## src/rtl/instr_decoder.sv

```systemverilog
// rtl/instr_decoder.sv - front-end decode stage for the 9-bit CPU
//
// Purpose: accepts 9-bit instruction words over a valid/ready handshake and
// registers them as a decoded bundle: opcode class, destination, operand
// field, variant bit and the assembled 8-bit literal. It also holds a
// RUN/HALT state and counts accepted instructions.
//
// Ports:
//   clk, reset           clock; asynchronous active-high reset
//   instr, instr_valid   instruction word from fetch ([8:4] opcode, [3:0] operand)
//   instr_ready          decoder accepts instr this cycle
//   resume               single-cycle pulse that leaves HALT
//   dec_valid, dec_ready registered bundle handshake towards execute
//   dec_cls/dst/src/sel  decoded fields
//   dec_lit8             literal register after this instruction
//   halted               decoder is in HALT
//   dec_count            instructions accepted since reset (wraps)

module instr_decoder #(
    parameter int CNT_W = 16
) (
    input  logic             clk,
    input  logic             reset,
    input  logic [8:0]       instr,
    input  logic             instr_valid,
    output logic             instr_ready,
    input  logic             resume,
    output logic             dec_valid,
    input  logic             dec_ready,
    output logic [3:0]       dec_cls,
    output logic [3:0]       dec_dst,
    output logic [3:0]       dec_src,
    output logic             dec_sel,
    output logic [7:0]       dec_lit8,
    output logic             halted,
    output logic [CNT_W-1:0] dec_count
);

    localparam logic [3:0] CLS_LIT     = 4'd0;
    localparam logic [3:0] CLS_MOV     = 4'd1;
    localparam logic [3:0] CLS_JTSR    = 4'd2;
    localparam logic [3:0] CLS_LOAD    = 4'd3;
    localparam logic [3:0] CLS_STOR    = 4'd4;
    localparam logic [3:0] CLS_INCDEC  = 4'd5;
    localparam logic [3:0] CLS_JUMP    = 4'd6;
    localparam logic [3:0] CLS_BRANCH  = 4'd7;
    localparam logic [3:0] CLS_SETH    = 4'd8;
    localparam logic [3:0] CLS_MATH    = 4'd9;
    localparam logic [3:0] CLS_SHIFT   = 4'd10;
    localparam logic [3:0] CLS_FLIP    = 4'd11;
    localparam logic [3:0] CLS_FUNC    = 4'd12;
    localparam logic [3:0] CLS_HALT    = 4'd13;
    localparam logic [3:0] CLS_ILLEGAL = 4'd15;

    typedef enum logic {
        ST_RUN  = 1'b0,
        ST_HALT = 1'b1
    } state_t;

    state_t           state_q,     state_d;
    logic             dec_valid_q, dec_valid_d;
    logic [3:0]       cls_q,       cls_d;
    logic [3:0]       dst_q,       dst_d;
    logic [3:0]       src_q,       src_d;
    logic             sel_q,       sel_d;
    logic [7:0]       lit8_q,      lit8_d;
    logic [CNT_W-1:0] count_q,     count_d;

    logic [4:0] opcode;
    logic [3:0] operand;
    logic [3:0] dcd_cls;
    logic [3:0] dcd_dst;
    logic       accept;

    assign opcode  = instr[8:4];
    assign operand = instr[3:0];

    // Pure combinational decode of the presented word.
    always_comb begin
        dcd_cls = CLS_ILLEGAL;
        dcd_dst = 4'd0;
        case (opcode) inside
            5'b00000, 5'b00001: dcd_cls = CLS_LIT;
            [5'b00010:5'b01110]: begin
                dcd_cls = CLS_MOV;
                dcd_dst = opcode[3:0];
            end
            5'b01111:           dcd_cls = CLS_JTSR;
            5'b10000:           dcd_cls = CLS_LOAD;
            5'b10001:           dcd_cls = CLS_STOR;
            5'b10010, 5'b10011: dcd_cls = CLS_INCDEC;
            5'b10100, 5'b10101: dcd_cls = CLS_JUMP;
            5'b10110, 5'b10111: dcd_cls = CLS_BRANCH;
            5'b11001:           dcd_cls = CLS_SETH;
            5'b11010, 5'b11011: begin
                dcd_cls = CLS_MATH;
                dcd_dst = {3'b000, opcode[0]};   // r or s
            end
            5'b11100, 5'b11101: dcd_cls = CLS_SHIFT;
            5'b11110:           dcd_cls = CLS_FLIP;
            5'b11111:           dcd_cls = (operand == 4'hF) ? CLS_HALT : CLS_FUNC;
            default:            dcd_cls = CLS_ILLEGAL;
        endcase
    end

    // The output slot is free when empty or being drained this cycle.
    assign instr_ready = (state_q == ST_RUN) && (!dec_valid_q || dec_ready);
    assign accept      = instr_valid && instr_ready;

    always_comb begin
        state_d     = state_q;
        dec_valid_d = dec_valid_q;
        cls_d       = cls_q;
        dst_d       = dst_q;
        src_d       = src_q;
        sel_d       = sel_q;
        lit8_d      = lit8_q;
        count_d     = count_q;

        if (accept) begin
            dec_valid_d = 1'b1;
            cls_d       = dcd_cls;
            dst_d       = dcd_dst;
            src_d       = operand;
            sel_d       = opcode[0];
            count_d     = count_q + CNT_W'(1);
            if (opcode == 5'b00000) begin
                lit8_d = {lit8_q[7:4], operand};
            end else if (opcode == 5'b00001) begin
                lit8_d = {operand, lit8_q[3:0]};
            end
        end else if (dec_ready) begin
            dec_valid_d = 1'b0;
        end

        // Accept only happens in RUN, so a resume coinciding with a HALT
        // accept is naturally ignored.
        if (accept && (dcd_cls == CLS_HALT)) begin
            state_d = ST_HALT;
        end else if ((state_q == ST_HALT) && resume) begin
            state_d = ST_RUN;
        end
    end

    always_ff @(posedge clk or posedge reset) begin
        if (reset) begin
            state_q     <= ST_RUN;
            dec_valid_q <= 1'b0;
            cls_q       <= 4'd0;
            dst_q       <= 4'd0;
            src_q       <= 4'd0;
            sel_q       <= 1'b0;
            lit8_q      <= 8'd0;
            count_q     <= '0;
        end else begin
            state_q     <= state_d;
            dec_valid_q <= dec_valid_d;
            cls_q       <= cls_d;
            dst_q       <= dst_d;
            src_q       <= src_d;
            sel_q       <= sel_d;
            lit8_q      <= lit8_d;
            count_q     <= count_d;
        end
    end

    assign dec_valid = dec_valid_q;
    assign dec_cls   = cls_q;
    assign dec_dst   = dst_q;
    assign dec_src   = src_q;
    assign dec_sel   = sel_q;
    assign dec_lit8  = lit8_q;
    assign halted    = (state_q == ST_HALT);
    assign dec_count = count_q;

endmodule

```

## config.mk

```make
export PLATFORM = sky130hd
export DESIGN_NAME = instr_decoder
export DESIGN_NICKNAME = d
export VERILOG_FILES = /design/src/rtl/instr_decoder.sv
export SDC_FILE = /design/constraint.sdc
export NUM_CORES = 1
export LEC_CHECK = 0
export CAP_MARGIN = 40
export CORE_MARGIN = 4
export CORE_UTILIZATION = 40
export DETAILED_ROUTE_END_ITERATION = 12
export PLACE_DENSITY = 0.81
export SKIP_LAST_GASP = 1
export SLEW_MARGIN = 5
export SYNTH_ARGS = -nofsm -noshare
export SYNTH_HDL_FRONTEND = slang
export SYNTH_SLANG_ARGS = --single-unit
export TNS_END_PERCENT = 100
```

## constraint.sdc

```tcl
create_clock -name clk -period 1.9 [get_ports clk]
set_input_delay 0.19 -clock clk [delete_from_list [all_inputs] [get_ports clk]]
set_output_delay 0.19 -clock clk [all_outputs]
set_load 0.02 [all_outputs]
```

==> metrics.txt <==
area of the multi-input gates=768 µm²; Worst Setup End Kind=output pin; Worst Path Arrival=roughly 1.5 ns; global router's overall resource usage=~16%; clk root buf=clkbuf_8; design area=around 2500 µm²; Mapped Area=roughly 1800 µm²; Top Usage Layer GRT=met2; Max FO, Critical Path=4; Worst-Skew Late Latency=~0.29 ns; DIE WIDTH=about 75 µm; Yosys warnings=0; GRT overflow=0; sequential area share after synthesis=53.9%; Layout Skew=0.00432 ns; first drt pass iteration count=4; Total Nets Final=about 240; Worst-path clk slew=approximately 0.07 ns; Netlist cell types=33; CTS H-tree depth=2; worst hold slack=just over 0.3 ns; Period minus WS final=about 1.7 ns; syn avg cell area=10.8 µm²; Post-synth EDFFs=0; # resized after CTS=0; max_slew headroom=67.3%; DPL Wire Length=between 2 and 3 mm; Longest Clk Path Bufs=2; Starting Density=between 40% and 50%; WP buf/inv=1; FF+latch count, synth=39; Max VDD drop=~0.48 mV; # DRC=0; PwrDens=just under 1000 nW/µm²; Net Count, Synth=approximately 180; Fmax=slightly below 0.6 GHz; CP Launch Type=flop; Slew Limit Fails=0; fraction of layout cells with a size suffix above 1=a little over an eighth; Vias=between 1k and 1.5k; Core Util, Final=57.7%; Hold-fix buffers, CTS=0; routed len/inst=14.0 µm; Port Buffers=53; LEAKAGE=about 1.1 nW; max cap viols=0; Least-Margin Pin Slew=around 0.49 ns; core area=4350 µm²; Hold WC Path Type=primary input to asynchronous set/reset pin; status=finished clean; CP cell instances=nor2b_4, nor2_1, clkdlybuf4s50_1; ANT cells=0; DP Area=roughly 2400 µm²; FF-to-FF Start=halted; Fin. Hold Viols=0; Layout fillers=about 390; largest net degree at the start of global routing=40; post-synthesis async set-or-reset flop share=100%; CTS tree=yes; TNS Setup=0 ns; initial antenna violation count=0; initial drt markers=46; M2 GR Usage=roughly a quarter; post-CTS setup repair buffer count=0; I/O pin total=54; Top FF cell, synth=dfrtp_1; register area=around 980 µm²; slowest CP cell=clkdlybuf4s50_1; Antenna Nets Post-Route=0; Die ar.=5660 µm²; GRT met3 Usage=approximately 3.7%; clk sink count=39; CTS Buf Count=5; DRT Wirelength=just under 4 mm; die height=75.3 µm; vias in the first global route=1,378; first-pass GRT wire length=approximately 6.7 mm; synth-to-layout area growth=38.8%; RSZ-0062 raised after global routing=false; type of the worst setup path=flop to output pin; slowest stage delay, CP=about 0.6 ns; Final Power=between 0.002 and 0.0025 W; row count=24; routability cong.=between 0.7 and 0.8; CP delay by family, top=buffers and inverters; final period utilization=between 80% and 90%; CP startpoint=dec_valid; vias per std cell=roughly 5; met1 usage=20.8%; final setup fails=0; Cells after Synth=roughly 170; Critical Path RT=1.71 ns
-- per-layer routing --
metal,share of wire (%),wire [µm]
met2,47,1850
met4,1.2,48
met5,0,0
met3,7.3,285
met1,44,1740
-- Yosys cell counts (2+ instances only) --
cell      instances  share of area [%]
nand2_1          39                8.1
nand2b_1          4                1.4
nor4_4            2                2.4
nor2_1            8                1.7
buf_6             2                1.2
nand3_1           7                1.9
nand4_1           7                2.4
buf_2             4                1.1
inv_1             3               0.62
dfrtp_1          39                 54
mux2_2            4                2.5
xnor2_1          13                6.3
o21ai_0           9                2.5
xor2_1            2               0.97
and3_1            3                1.0
mux2_4            4                3.3
a21oi_1           2               0.55
-- cell families (layout without fill, tap and decap cells) --
group	count (synthesis)	in the layout	synth area share [%]
flip-flops	39	39	53.9
AND/OR/NAND/NOR	78	78	23.3
XOR/XNOR	15	15	7.26
buffers and inverters	11	71	3.60
adder cells (fa/ha/maj)	1	1	0.691
multiplexers	8	8	5.81
AO/OA/AOI/OAI	16	16	5.39
-- worst reg2reg max path, delay by kind of cell, from the launching register on --
family / cells / cell delay (ns)
and+or+nand+nor: 3 / 0.71
muxes: 1 / 0.33
DFF: 1 / 0.43
-- path summary, 6_finish.rpt --
path	endpoint	slack [ns]	depth (start not counted)
setup / recovery	instr_ready	0.19	3
hold / removal	dec_count[13]	0.31	3
setup reg to reg	dec_lit8[0]	0.33	4
hold reg to reg	dec_count[15]	0.47	1
max in group asynchronous	dec_valid	1.25	3
min in group clk	dec_count[15]	0.47	1
-- power breakdown --
part / switching [W] / internal [W] / leakage [nW]
clock: 0.000273 / 0.000285 / 0.0470
sequential: 0.000146 / 0.000969 / 0.504
combinational: 0.000382 / 0.000392 / 0.549
-- registers in the layout, summed over array words and instances, names as in the netlist --
signal     count
dec_sel        1
halted         1
dec_dst        4
dec_lit8       8
dec_src        4
dec_count     16
dec_valid      1
dec_cls        4
-- stage by stage --
stage | worst slack [ns] | std cells
finish | 0.192 | 280
floorplan | 0.367 | 168
global route | 0.131 | 280
global placement | 0.158 | 273
detailed placement | 0.0923 | 273
CTS | 0.168 | 280
-- cells in the final DEF (no fill, tap or decap), types with 2 or more instances in the layout --
cell / n
mux2_4: 4
nand2b_1: 4
clkbuf_8: 6
nand3_1: 7
a21oi_1: 2
and3_1: 3
dfrtp_1: 39
nand4_1: 7
inv_1: 3
nor4_4: 2
xnor2_1: 13
buf_4: 7
clkdlybuf4s50_1: 53
xor2_1: 2
nor2_1: 8
mux2_2: 4
o21ai_0: 9
nand2_1: 39
-- cell type report --
type,instances,share of cell area [%]
clock inverters,1,0.199
flip-flops and latches,39,38.9
clock buffers,6,3.29
multi-input cells,118,30.6
repair buffers,61,24.0
inverters,3,0.448
well taps,52,2.59
Note: power is estimated with default switching activity, not from simulation.
